`src/rtl/tensor_core_sequencer_if.sv`:
```
// Bus bundle between the tensor core sequencer and its host stream, result stream,
// register file and tensor core. The master modport is the sequencer side.
interface tensor_core_sequencer_if #(
   parameter int unsigned DATA_WIDTH = 8
);
   logic                              in_valid_in;
   logic signed [DATA_WIDTH-1:0]      in_data_in;
   logic                              in_ready_out;
   logic                              out_valid_out;
   logic signed [DATA_WIDTH-1:0]      out_data_out;
   logic                              out_last_out;
   logic                              out_ready_in;
   logic                              rf_quad_write_enable_out;
   logic [2:0]                        rf_quad_write_address_out;
   logic [3:0][DATA_WIDTH-1:0]        rf_quad_write_data_out;
   logic                              rf_non_bulk_write_enable_out;
   logic [4:0]                        rf_non_bulk_write_address_out;
   logic signed [DATA_WIDTH-1:0]      rf_non_bulk_write_data_out;
   logic [4:0]                        rf_non_bulk_read_address_out;
   logic signed [DATA_WIDTH-1:0]      rf_non_bulk_read_data_in;
   logic                              compute_start_out;
   logic                              compute_done_in;
   logic                              busy_out;
   logic                              timeout_error_out;

   modport master (
      input  in_valid_in, in_data_in, out_ready_in, rf_non_bulk_read_data_in, compute_done_in,
      output in_ready_out, out_valid_out, out_data_out, out_last_out,
             rf_quad_write_enable_out, rf_quad_write_address_out, rf_quad_write_data_out,
             rf_non_bulk_write_enable_out, rf_non_bulk_write_address_out, rf_non_bulk_write_data_out,
             rf_non_bulk_read_address_out, compute_start_out, busy_out, timeout_error_out
   );

   modport slave (
      output in_valid_in, in_data_in, out_ready_in, rf_non_bulk_read_data_in, compute_done_in,
      input  in_ready_out, out_valid_out, out_data_out, out_last_out,
             rf_quad_write_enable_out, rf_quad_write_address_out, rf_quad_write_data_out,
             rf_non_bulk_write_enable_out, rf_non_bulk_write_address_out, rf_non_bulk_write_data_out,
             rf_non_bulk_read_address_out, compute_start_out, busy_out, timeout_error_out
   );
endinterface

```
`src/rtl/tensor_core_sequencer.sv`:
```
// Loads 18 operands into the tensor core register file, starts the core, then drains results.
// Define TENSOR_SEQ_TIMEOUT_EN to add the WAIT_DONE watchdog and sticky timeout_error_out.
module tensor_core_sequencer #(
   parameter int unsigned DATA_WIDTH     = 8,
   parameter int unsigned RESULT_BASE    = 0,
   parameter int unsigned RESULT_COUNT   = 9,
   parameter int unsigned TIMEOUT_CYCLES = 255
) (
   input  logic                   clock_in,
   input  logic                   reset_in,
   tensor_core_sequencer_if.master bus
);
   localparam int unsigned CntW     = 5;
   localparam int unsigned LastElem = 17;

   if (RESULT_COUNT == 0 || RESULT_BASE + RESULT_COUNT > 18 || TIMEOUT_CYCLES == 0) begin : g_bad_cfg
      $error("tensor_core_sequencer: illegal RESULT_BASE/RESULT_COUNT/TIMEOUT_CYCLES");
   end

   typedef enum logic [2:0] {
      S_IDLE, S_LOAD, S_FLUSH, S_START, S_WAIT_DONE, S_DRAIN
   } state_t;

   state_t                     state_q, state_d;
   logic [CntW-1:0]            cnt_q, cnt_d;
   logic [2:0][DATA_WIDTH-1:0] buf_q, buf_d;
   logic                       qwe_q, qwe_d;
   logic [2:0]                 qaddr_q, qaddr_d;
   logic [3:0][DATA_WIDTH-1:0] qdata_q, qdata_d;
   logic                       nwe_q, nwe_d;
   logic [4:0]                 naddr_q, naddr_d;
   logic [DATA_WIDTH-1:0]      ndata_q, ndata_d;
   logic [4:0]                 raddr_q, raddr_d;
   logic [CntW-1:0]            idx_q, idx_d;
   logic                       valid_q, valid_d;
   logic                       last_q, last_d;
   logic                       start_q, start_d;
   logic                       busy_q, busy_d;
   logic                       in_ready;
   logic                       accept;
   logic                       xfer;
`ifdef TENSOR_SEQ_TIMEOUT_EN
   localparam int unsigned TimeoutW = $clog2(TIMEOUT_CYCLES + 1);
   logic [TimeoutW-1:0]        tmo_cnt_q, tmo_cnt_d;
   logic                       tmo_err_q, tmo_err_d;
`endif

   assign in_ready = (state_q == S_IDLE) || (state_q == S_LOAD);
   assign accept   = bus.in_valid_in && in_ready;
   assign xfer     = valid_q && bus.out_ready_in;

   always_comb begin
      state_d = state_q;
      cnt_d   = cnt_q;
      buf_d   = buf_q;
      qwe_d   = 1'b0;
      qaddr_d = qaddr_q;
      qdata_d = qdata_q;
      nwe_d   = 1'b0;
      naddr_d = naddr_q;
      ndata_d = ndata_q;
      raddr_d = raddr_q;
      idx_d   = idx_q;
      valid_d = valid_q;
      last_d  = last_q;
      start_d = 1'b0;
`ifdef TENSOR_SEQ_TIMEOUT_EN
      tmo_cnt_d = tmo_cnt_q;
      tmo_err_d = tmo_err_q;
`endif
      case (state_q)
         S_IDLE, S_LOAD: begin
            if (accept) begin
               // Elements 0..15 gather into quads; 16 and 17 go out as single writes
               if (!cnt_q[4]) begin
                  if (cnt_q[1:0] == 2'd3) begin
                     qwe_d   = 1'b1;
                     qaddr_d = 3'(cnt_q[3:2]);
                     qdata_d = {bus.in_data_in, buf_q[2], buf_q[1], buf_q[0]};
                     buf_d   = '0;
                  end else begin
                     buf_d[cnt_q[1:0]] = bus.in_data_in;
                  end
               end else begin
                  nwe_d   = 1'b1;
                  naddr_d = cnt_q;
                  ndata_d = bus.in_data_in;
               end
               if (cnt_q == CntW'(LastElem)) begin
                  cnt_d   = '0;
                  state_d = S_FLUSH;
               end else begin
                  cnt_d   = cnt_q + CntW'(1);
                  state_d = S_LOAD;
               end
            end
         end
         S_FLUSH: begin
            state_d = S_START;
            start_d = 1'b1;
         end
         S_START: begin
            state_d = S_WAIT_DONE;
`ifdef TENSOR_SEQ_TIMEOUT_EN
            tmo_cnt_d = '0;
`endif
         end
         S_WAIT_DONE: begin
            if (bus.compute_done_in) begin
               state_d = S_DRAIN;
               valid_d = 1'b1;
               idx_d   = '0;
               raddr_d = 5'(RESULT_BASE);
               last_d  = (RESULT_COUNT == 1);
            end
`ifdef TENSOR_SEQ_TIMEOUT_EN
            else if (tmo_cnt_q == TimeoutW'(TIMEOUT_CYCLES - 1)) begin
               tmo_err_d = 1'b1;
               state_d   = S_IDLE;
            end else begin
               tmo_cnt_d = tmo_cnt_q + TimeoutW'(1);
            end
`endif
         end
         S_DRAIN: begin
            if (xfer) begin
               if (last_q) begin
                  state_d = S_IDLE;
                  valid_d = 1'b0;
                  last_d  = 1'b0;
                  idx_d   = '0;
                  raddr_d = '0;
               end else begin
                  idx_d   = idx_q + CntW'(1);
                  raddr_d = raddr_q + 5'd1;
                  last_d  = (idx_q + CntW'(1) == CntW'(RESULT_COUNT - 1));
               end
            end
         end
         default: state_d = S_IDLE;
      endcase
      busy_d = (state_d != S_IDLE);
   end

   always_ff @(posedge clock_in or posedge reset_in) begin
      if (reset_in) begin
         state_q <= S_IDLE;
         cnt_q   <= '0;
         buf_q   <= '0;
         qwe_q   <= 1'b0;
         qaddr_q <= '0;
         qdata_q <= '0;
         nwe_q   <= 1'b0;
         naddr_q <= '0;
         ndata_q <= '0;
         raddr_q <= '0;
         idx_q   <= '0;
         valid_q <= 1'b0;
         last_q  <= 1'b0;
         start_q <= 1'b0;
         busy_q  <= 1'b0;
`ifdef TENSOR_SEQ_TIMEOUT_EN
         tmo_cnt_q <= '0;
         tmo_err_q <= 1'b0;
`endif
      end else begin
         state_q <= state_d;
         cnt_q   <= cnt_d;
         buf_q   <= buf_d;
         qwe_q   <= qwe_d;
         qaddr_q <= qaddr_d;
         qdata_q <= qdata_d;
         nwe_q   <= nwe_d;
         naddr_q <= naddr_d;
         ndata_q <= ndata_d;
         raddr_q <= raddr_d;
         idx_q   <= idx_d;
         valid_q <= valid_d;
         last_q  <= last_d;
         start_q <= start_d;
         busy_q  <= busy_d;
`ifdef TENSOR_SEQ_TIMEOUT_EN
         tmo_cnt_q <= tmo_cnt_d;
         tmo_err_q <= tmo_err_d;
`endif
      end
   end

   assign bus.in_ready_out                  = in_ready;
   assign bus.out_valid_out                 = valid_q;
   // Result data is the register file read port, gated so it reads zero outside DRAIN
   assign bus.out_data_out                  = valid_q ? bus.rf_non_bulk_read_data_in : '0;
   assign bus.out_last_out                  = last_q;
   assign bus.rf_quad_write_enable_out      = qwe_q;
   assign bus.rf_quad_write_address_out     = qaddr_q;
   assign bus.rf_quad_write_data_out        = qdata_q;
   assign bus.rf_non_bulk_write_enable_out  = nwe_q;
   assign bus.rf_non_bulk_write_address_out = naddr_q;
   assign bus.rf_non_bulk_write_data_out    = ndata_q;
   assign bus.rf_non_bulk_read_address_out  = raddr_q;
   assign bus.compute_start_out             = start_q;
   assign bus.busy_out                      = busy_q;
`ifdef TENSOR_SEQ_TIMEOUT_EN
   assign bus.timeout_error_out             = tmo_err_q;
`else
   assign bus.timeout_error_out             = 1'b0;
`endif
endmodule

```
`src/flat_wrapper.sv`:
```
// flat-port wrapper written by rule: the top's interface ports become plain ports
module tensor_core_sequencer_flat 
#(
   parameter int unsigned DATA_WIDTH     = 8,
   parameter int unsigned RESULT_BASE    = 0,
   parameter int unsigned RESULT_COUNT   = 9,
   parameter int unsigned TIMEOUT_CYCLES = 255
)
  (clock_in, reset_in, bus_in_valid_in, bus_in_data_in, bus_out_ready_in, bus_rf_non_bulk_read_data_in, bus_compute_done_in, bus_in_ready_out, bus_out_valid_out, bus_out_data_out, bus_out_last_out, bus_rf_quad_write_enable_out, bus_rf_quad_write_address_out, bus_rf_quad_write_data_out, bus_rf_non_bulk_write_enable_out, bus_rf_non_bulk_write_address_out, bus_rf_non_bulk_write_data_out, bus_rf_non_bulk_read_address_out, bus_compute_start_out, bus_busy_out, bus_timeout_error_out);
  tensor_core_sequencer_if #(.DATA_WIDTH(DATA_WIDTH)) bus_i ();
  input  logic clock_in;
  input  logic reset_in;
  input wire logic [$bits(bus_i.in_valid_in)-1:0] bus_in_valid_in;
  input wire logic [$bits(bus_i.in_data_in)-1:0] bus_in_data_in;
  input wire logic [$bits(bus_i.out_ready_in)-1:0] bus_out_ready_in;
  input wire logic [$bits(bus_i.rf_non_bulk_read_data_in)-1:0] bus_rf_non_bulk_read_data_in;
  input wire logic [$bits(bus_i.compute_done_in)-1:0] bus_compute_done_in;
  output wire logic [$bits(bus_i.in_ready_out)-1:0] bus_in_ready_out;
  output wire logic [$bits(bus_i.out_valid_out)-1:0] bus_out_valid_out;
  output wire logic [$bits(bus_i.out_data_out)-1:0] bus_out_data_out;
  output wire logic [$bits(bus_i.out_last_out)-1:0] bus_out_last_out;
  output wire logic [$bits(bus_i.rf_quad_write_enable_out)-1:0] bus_rf_quad_write_enable_out;
  output wire logic [$bits(bus_i.rf_quad_write_address_out)-1:0] bus_rf_quad_write_address_out;
  output wire logic [$bits(bus_i.rf_quad_write_data_out)-1:0] bus_rf_quad_write_data_out;
  output wire logic [$bits(bus_i.rf_non_bulk_write_enable_out)-1:0] bus_rf_non_bulk_write_enable_out;
  output wire logic [$bits(bus_i.rf_non_bulk_write_address_out)-1:0] bus_rf_non_bulk_write_address_out;
  output wire logic [$bits(bus_i.rf_non_bulk_write_data_out)-1:0] bus_rf_non_bulk_write_data_out;
  output wire logic [$bits(bus_i.rf_non_bulk_read_address_out)-1:0] bus_rf_non_bulk_read_address_out;
  output wire logic [$bits(bus_i.compute_start_out)-1:0] bus_compute_start_out;
  output wire logic [$bits(bus_i.busy_out)-1:0] bus_busy_out;
  output wire logic [$bits(bus_i.timeout_error_out)-1:0] bus_timeout_error_out;
  assign bus_i.in_valid_in = bus_in_valid_in;
  assign bus_i.in_data_in = bus_in_data_in;
  assign bus_i.out_ready_in = bus_out_ready_in;
  assign bus_i.rf_non_bulk_read_data_in = bus_rf_non_bulk_read_data_in;
  assign bus_i.compute_done_in = bus_compute_done_in;
  assign bus_in_ready_out = bus_i.in_ready_out;
  assign bus_out_valid_out = bus_i.out_valid_out;
  assign bus_out_data_out = bus_i.out_data_out;
  assign bus_out_last_out = bus_i.out_last_out;
  assign bus_rf_quad_write_enable_out = bus_i.rf_quad_write_enable_out;
  assign bus_rf_quad_write_address_out = bus_i.rf_quad_write_address_out;
  assign bus_rf_quad_write_data_out = bus_i.rf_quad_write_data_out;
  assign bus_rf_non_bulk_write_enable_out = bus_i.rf_non_bulk_write_enable_out;
  assign bus_rf_non_bulk_write_address_out = bus_i.rf_non_bulk_write_address_out;
  assign bus_rf_non_bulk_write_data_out = bus_i.rf_non_bulk_write_data_out;
  assign bus_rf_non_bulk_read_address_out = bus_i.rf_non_bulk_read_address_out;
  assign bus_compute_start_out = bus_i.compute_start_out;
  assign bus_busy_out = bus_i.busy_out;
  assign bus_timeout_error_out = bus_i.timeout_error_out;
  tensor_core_sequencer #(.DATA_WIDTH(DATA_WIDTH), .RESULT_BASE(RESULT_BASE), .RESULT_COUNT(RESULT_COUNT), .TIMEOUT_CYCLES(TIMEOUT_CYCLES)) u_core (.clock_in(clock_in), .reset_in(reset_in), .bus(bus_i));
endmodule
```
`config.mk`:
```
export PLATFORM = sky130hd
export DESIGN_NAME = tensor_core_sequencer_flat
export DESIGN_NICKNAME = d
export VERILOG_FILES = /design/src/rtl/tensor_core_sequencer_if.sv /design/src/rtl/tensor_core_sequencer.sv /design/src/flat_wrapper.sv
export SDC_FILE = /design/constraint.sdc
export NUM_CORES = 1
export LEC_CHECK = 0
export CORE_ASPECT_RATIO = 1.2
export CORE_MARGIN = 1.5
export CORE_UTILIZATION = 35
export CTS_BUF_LIST = sky130_fd_sc_hd__clkbuf_4
export DETAILED_ROUTE_END_ITERATION = 7
export MAX_ROUTING_LAYER = met4
export PLACE_DENSITY = 0.57
export SYNTH_ARGS = -nofsm -noshare
export SYNTH_HDL_FRONTEND = slang
export SYNTH_SLANG_ARGS = --single-unit
```
`constraint.sdc`:
```
create_clock -name clock_in -period 6.5 [get_ports clock_in]
set_input_delay 1.3 -clock clock_in [delete_from_list [all_inputs] [get_ports clock_in]]
set_output_delay 1.3 -clock clock_in [all_outputs]
set_load 0.01 [all_outputs]
```
==> results of run 1 <==
area by class of cell:
cell class	instances	area share (%)
inverters	6	0.485
multi-input cells	215	30.1
clock inverters	7	1.21
clock buffers	9	1.31
well taps	154	3.74
flip-flops and latches	95	46.1
repair buffers	88	17.0
power breakdown:
part	leakage [nW]	switching, W	internal (W)	total [W]
sequential	1.29	0.0000132	0.000601	0.000614
clock	0.0699	0.000217	0.0000876	0.000305
combinational	0.965	0.0000344	0.0000304	0.0000648
Yosys cell counts (all sizes together) (2+ instances only):
library cell  number  area [um^2]
a21oi              5         25.0
nor3               2         10.0
nor4b              2         32.5
a21o               2         15.0
nand2b             3         18.8
buf               11         93.8
xnor2              2         17.5
nand3             10         50.1
or4                2         15.0
dfrtp             95         2380
o21bai             2         15.0
nor2b              5         31.3
a22o               8         70.1
clkbuf             4         15.0
nand2             42          165
inv                6         22.5
nor2               8         46.3
nand4              3         18.8
mux2              47          529
and2              10         62.6
o21ai             34          174
nor3b              5         48.8
ha                 7         87.6
nand3b             3         22.5
per-stage QoR:
| stage | hold WS (ns) | util (%) |
|---|---|---|
| finish | 0.493 | 46.3 |
| global route | 0.515 | 46.3 |
| global placement | 0.460 | 45.1 |
| floorplan | 0.444 | - |
| detailed placement | 0.465 | 45.1 |
| CTS | 0.499 | 46.3 |
sequential cells by signal (all words and copies together) (netlist names), 2 cells and up:
register,cells
u_core.idx_q,5
u_core.bus.rf_non_bulk_read_address_out,5
u_core.cnt_q,5
u_core.bus.rf_quad_write_address_out,2
u_core.bus.rf_non_bulk_write_address_out,5
u_core.bus.rf_non_bulk_write_data_out,8
u_core.bus.rf_quad_write_data_out,32
u_core.buf_q,24
u_core.state_q,3
how the worst max path moves through the flow:
stage,from,cells past startpoint,to
6_report,bus_rf_non_bulk_read_data_in[4],3,bus_out_data_out[4]
2_1_floorplan,reset_in,1,u_core.buf_q[0]
5_1_grt,bus_rf_non_bulk_read_data_in[1],3,bus_out_data_out[1]
3_3_place_gp,bus_rf_non_bulk_read_data_in[7],3,bus_out_data_out[7]
4_1_cts,bus_rf_non_bulk_read_data_in[4],3,bus_out_data_out[4]
3_5_place_dp,bus_rf_non_bulk_read_data_in[4],3,bus_out_data_out[4]
metal layers:
metal / track usage [%] / vias up / routed length [um]
met5: - / - / 0
met4: 5.99 / 0 / 130
met3: 3.63 / 13 / 554
met2: 24.3 / 94 / 4220
met1: 20.6 / 1365 / 3860
li1: - / 1317 / -
cell families after synthesis:
family / Yosys count / synth area share (%)
and+or+nand+nor: 101 / 14.0
DFF: 95 / 58.6
AOI/OAI and AO/OA: 55 / 8.20
muxes: 47 / 13.0
buffers and inverters: 21 / 3.24
adders and majority gates: 7 / 2.16
xor gates and xnor gates: 3 / 0.648
other: 1 / 0.0924
worst max-delay path, stage by stage:
cell and delay [ns]:
clkdlybuf4s50_1 0.46, and2_1 0.12, clkdlybuf4s50_1 0.54
layout by cell type, fill, tap and decap left out, types with 3 or more instances in the layout:
cell type	count
a21oi_1	5
a22o_1	8
and2_1	9
clkbuf_4	9
clkdlybuf4s50_1	87
dfrtp_1	95
ha_1	7
inv_1	5
inv_8	3
mux2_1	5
mux2_2	42
nand2_1	41
nand2b_1	3
nand3_1	10
nand3b_1	3
nand4_1	3
nor2_1	7
nor2b_1	5
nor3b_1	4
o21ai_0	31
==> summary.md, run 1 <==
| Metric | Value |
|---|---|
| Multi-input gate area | `roughly 0.0016 mm^2` |
| Worst Clk Skew | `0.0254 ns` |
| Initial Util | `between 30% and 40%` |
| Clk_lat worst skew | `about 0.45 ns` |
| R2R Path End | `u_core.bus.rf_non_bulk_write_address_out[3]` |
| Inst Count DP | `roughly 560` |
| Hold Path Depth | `2` |
| Initial antenna violation count | `0` |
| Htree depth | `3` |
| Die Wd | `slightly above 100 um` |
| Vias in the first global route | `~2800` |
| Area grow syn2layout | `27.1%` |
| Final HPWL DP | `6.03 mm` |
| Hold_buf cts | `0` |
| Worst rel slew slack | `around 35%` |
| Synth Cell Area | `~0.0041 mm^2` |
| Vias | `between 2000 and 3000` |
| Syn. warnings | `0` |
| Critical path endpoint category | `output pin` |
| Total Routing Usage GR | `approximately 16%` |
| Max frequency | `between 200 and 300 MHz` |
| Launching point of the worst reg2reg path | `u_core.state_q[1]` |
| Clk slew on worst S/H paths | `around 0.15 ns` |
| Critical Path Source Type | `input port` |
| Critical path class | `input port to output pin` |
| Layout cells sized above 1 | `~16%` |
| GR Overflow Total | `0` |
| Clk sinks | `between 90 and 100` |
| # nets final | `443` |
| Slew at the pin closest to its max-slew limit | `0.967 ns` |
| ANT nets after route | `0` |
| Worst R2R Setup Slack | `around 4.2 ns` |
| Min-delay src | `u_core.buf_q[5]` |
| Die Y-Extent | `121 um` |
| Top FF cell, synth | `dfrtp_1` |
| Ports | `90` |
| Unique cell type count in the Yosys netlist | `46` |
| Max Root-Sink Buffers | `2` |
| First-pass GRT wire length | `14.5 mm` |
| Routability cong. | `around 0.76` |
| Inserted Clock Buffers | `9` |
| Cts repair resizes | `0` |
| CTS root buf | `clkbuf_4` |
| DR vias/cell | `just under 5` |
| Placeable Area | `~0.011 mm^2` |
| Number of DRC markers in iteration 0 | `95` |
| Period minus WS final | `about 3.7 ns` |
| Placed Area | `between 0.005 and 0.006 mm^2` |
| Crit path required time | `~5.2 ns` |
| Fin. max-slew vios | `0` |
| Post-CTS Setup Bufs | `0` |
| Hold Vio Cnt, Final | `0` |
| Setup slack after layout | `~2.8 ns` |
| Tot Pwr | `between 0.0009 and 0.001 W` |
| Arrival time at the worst endpoint | `approximately 2.4 ns` |
| Number of synthesized register bits | `95` |
| DRC Markers | `0` |
| Syn avg cell area | `around 12 um^2` |
| Largest net degree at the start of global routing | `73` |
| Reg area | `roughly 0.0024 mm^2` |
| Number of synthesized flops with an enable pin | `0` |
| Asr flop ratio synth | `between 90% and 100%` |
| Routed wire per std cell | `roughly 15 um` |
| Tcrit/Tclk final | `a little under three fifths` |
| Layout fillers | `about 1100` |
| DRT Pass-1 Iters | `4` |
| Maximum fanout along the worst path | `1` |
| Seq/Total Area, Yosys | `around three fifths` |
| Non-Filler Instances | `~570` |
| Power per cell area | `~190 mW/mm^2` |
| Cell depth of the worst flop-to-flop path | `3` |
| Setup_tns | `0 ns` |
| Final Instance Area | `0.00516 mm^2` |
| Ant. Diodes | `0` |
| CTS tree | `yes` |
| Lkg Pwr | `between 2 and 2.5 nW` |
| Port bufs | `between 80 and 90` |
| Maximum vdd drop | `~100 uV` |
| Die Footprint | `0.0123 mm^2` |
| Final WL | `around 8.8 mm` |
| Final setup vio count | `0` |
| Place WS | `~2.8 ns` |
| Cells after synthesis | `330` |
| Max_cap viols | `0` |
| Cell Rows | `42` |
| Outcome | `completed` |
| RSZ-0062 raised after global routing | `false` |
| WHS Endpoint | `u_core.buf_q[5]` |
| Worst min-delay path category | `flip-flop to flip-flop` |
Note: power is estimated with default switching activity, not from simulation.
==> run 2: changes to the inputs <==
clock period = 3.55 ns   (was 6.5 ns; I/O delays follow)
==> summary.md, run 2 (synthesized netlist as in run 1, its figures left out) <==
| Metric | Value |
|---|---|
| Largest net degree at the start of global routing | `52` |
| Fin. max-slew vios | `0` |
| Maximum fanout along the worst path | `1` |
| Cell Rows | `42` |
| Worst rel slew slack | `approximately 60%` |
| Routability cong. | `around 0.71` |
| Cts repair resizes | `0` |
| Area grow syn2layout | `28.2%` |
| Clk slew on worst S/H paths | `around 0.15 ns` |
| Ant. Diodes | `0` |
| Hold_buf cts | `0` |
| Final HPWL DP | `5.97 mm` |
| DR vias/cell | `approximately 4.8` |
| Power per cell area | `358 mW/mm^2` |
| ANT nets after route | `0` |
| Routed wire per std cell | `roughly 15 um` |
| Die Footprint | `about 0.012 mm^2` |
| Clk sinks | `95` |
| Placeable Area | `around 0.011 mm^2` |
| Max_cap viols | `0` |
| Vias | `2763` |
| Layout fillers | `roughly 1100` |
| Commonest non-fill, non-tap cell in the layout | `dfrtp_1` |
| First-pass GRT wire length | `roughly 14 mm` |
| Ports | `90` |
| Max Root-Sink Buffers | `2` |
| Max reg flops | `32` |
| Setup_tns | `0 ns` |
| CTS tree | `yes` |
| Layout cells sized above 1 | `about 16%` |
| Period minus WS final | `2.52 ns` |
| Maximum vdd drop | `between 150 and 200 uV` |
| Final WL | `8.60 mm` |
| Logic pwr share | `6.4%` |
| Tot Pwr | `between 0.0015 and 0.002 W` |
| DRC Markers | `0` |
| Post-CTS Setup Bufs | `0` |
| Htree depth | `3` |
| Most frequent cells in the layout | `dfrtp_1 (95), clkdlybuf4s50_1 (87), mux2_2 (42)` |
| Hold Vio Cnt, Final | `0` |
| Tcrit/Tclk final | `a little under three quarters` |
| Final setup vio count | `0` |
| Total Routing Usage GR | `~15%` |
| Slew at the pin closest to its max-slew limit | `between 0.6 and 0.7 ns` |
| Sw Pwr | `0.000483 W` |
| GR Overflow Total | `0` |
| Max frequency | `397 MHz` |
| # nets final | `445` |
| Die Y-Extent | `between 100 and 150 um` |
| Vias in the first global route | `2781` |
| Worst Clk Skew | `between 0.02 and 0.025 ns` |
| Number of DRC markers in iteration 0 | `approximately 110` |
| Switching share of power | `between 20 and 30%` |
| RSZ-0062 raised after global routing | `false` |
| Initial antenna violation count | `0` |
| Clk_lat worst skew | `approximately 0.45 ns` |
| CTS root buf | `clkbuf_4` |
| Crit path required time | `2.84 ns` |
| Arrival time at the worst endpoint | `~1.8 ns` |
| Lkg Pwr | `2.35 nW` |
| Critical Path Source Type | `input port` |
| Inserted Clock Buffers | `9` |
| Clk pwr share | `approximately 33%` |
| DRT Pass-1 Iters | `4` |
| Port bufs | `between 80 and 90` |
| Sequential power share | `between 60% and 70%` |
| Critical path endpoint category | `output pin` |
| Initial Util | `between 30% and 40%` |
| Worst min-delay path category | `flip-flop to flip-flop` |
| Critical path class | `input port to output pin` |
| Outcome | `completed` |
| Internal Pwr Total | `around 0.0014 W` |
| Die Wd | `101 um` |
-- run 2: power by group through the flow --
stage,Clock (W),Combinational [W],Sequential [W]
detailed placement,0,0.000123,0.00114
finish,0.000619,0.000120,0.00112
global placement,0,0.000122,0.00114
CTS,0.000636,0.000124,0.00112
floorplan,0,0.0000544,0.00114
global route,0.000669,0.000139,0.00113
-- run 2: worst max-delay path, stage by stage --
cell             delay (ns)
clkdlybuf4s50_1        0.45
and2_1                 0.12
clkdlybuf4s50_1        0.53
-- run 2: path summary, 6_finish.rpt --
path	cells past startpoint	slack, ns	to	startpoint
worst max register to register	4	1.37	u_core.bus.rf_quad_write_address_out[1]	u_core.cnt_q[1]
min in group asynchronous	2	0.66	u_core.bus.rf_quad_write_data_out[9]	reset_in
worst max-delay path	3	1.03	bus_out_data_out[0]	bus_rf_non_bulk_read_data_in[0]
worst min-delay path	1	0.49	u_core.bus.rf_non_bulk_write_address_out[4]	u_core.bus.rf_non_bulk_write_address_out[4]
max in group asynchronous	3	2.22	u_core.bus.rf_quad_write_data_out[6]	reset_in
worst min register to register	1	0.49	u_core.bus.rf_non_bulk_write_address_out[4]	u_core.bus.rf_non_bulk_write_address_out[4]
-- run 2: stage by stage --
step / std cells / hold WS [ns] / cell area [um^2] / setup WS, ns / utilization, %
6_report: 576 / 0.488 / 5200 / 1.03 / 46.7
5_1_grt: 576 / 0.511 / 5200 / 0.960 / 46.7
4_1_cts: 576 / 0.492 / 5200 / 1.02 / 46.7
3_5_place_dp: 560 / 0.457 / 5050 / 0.718 / 45.4
3_3_place_gp: 560 / 0.457 / 5050 / 0.804 / 45.4
2_1_floorplan: 331 / 0.444 / 4060 / 0.363 / -
-- run 2: per-layer routing --
metal | up-vias | routed length, um | track usage, %
met4 | 0 | 105 | 5.47
met1 | 1365 | 3970 | 19.2
met5 | - | 0 | -
met3 | 8 | 481 | 3.92
met2 | 73 | 4050 | 24.1
li1 | 1317 | - | -
-- run 2: area by class of cell --
class | instances | area [um^2] | area share, %
Timing Repair Buffer | 90 | 906 | 17.4
Clock inverter | 7 | 78.8 | 1.52
Inverter | 6 | 25.0 | 0.481
Clock buffer | 9 | 67.6 | 1.30
Sequential cell | 95 | 2380 | 45.7
Multi-Input combinational cell | 215 | 1550 | 29.9
Tap cell | 154 | 193 | 3.71
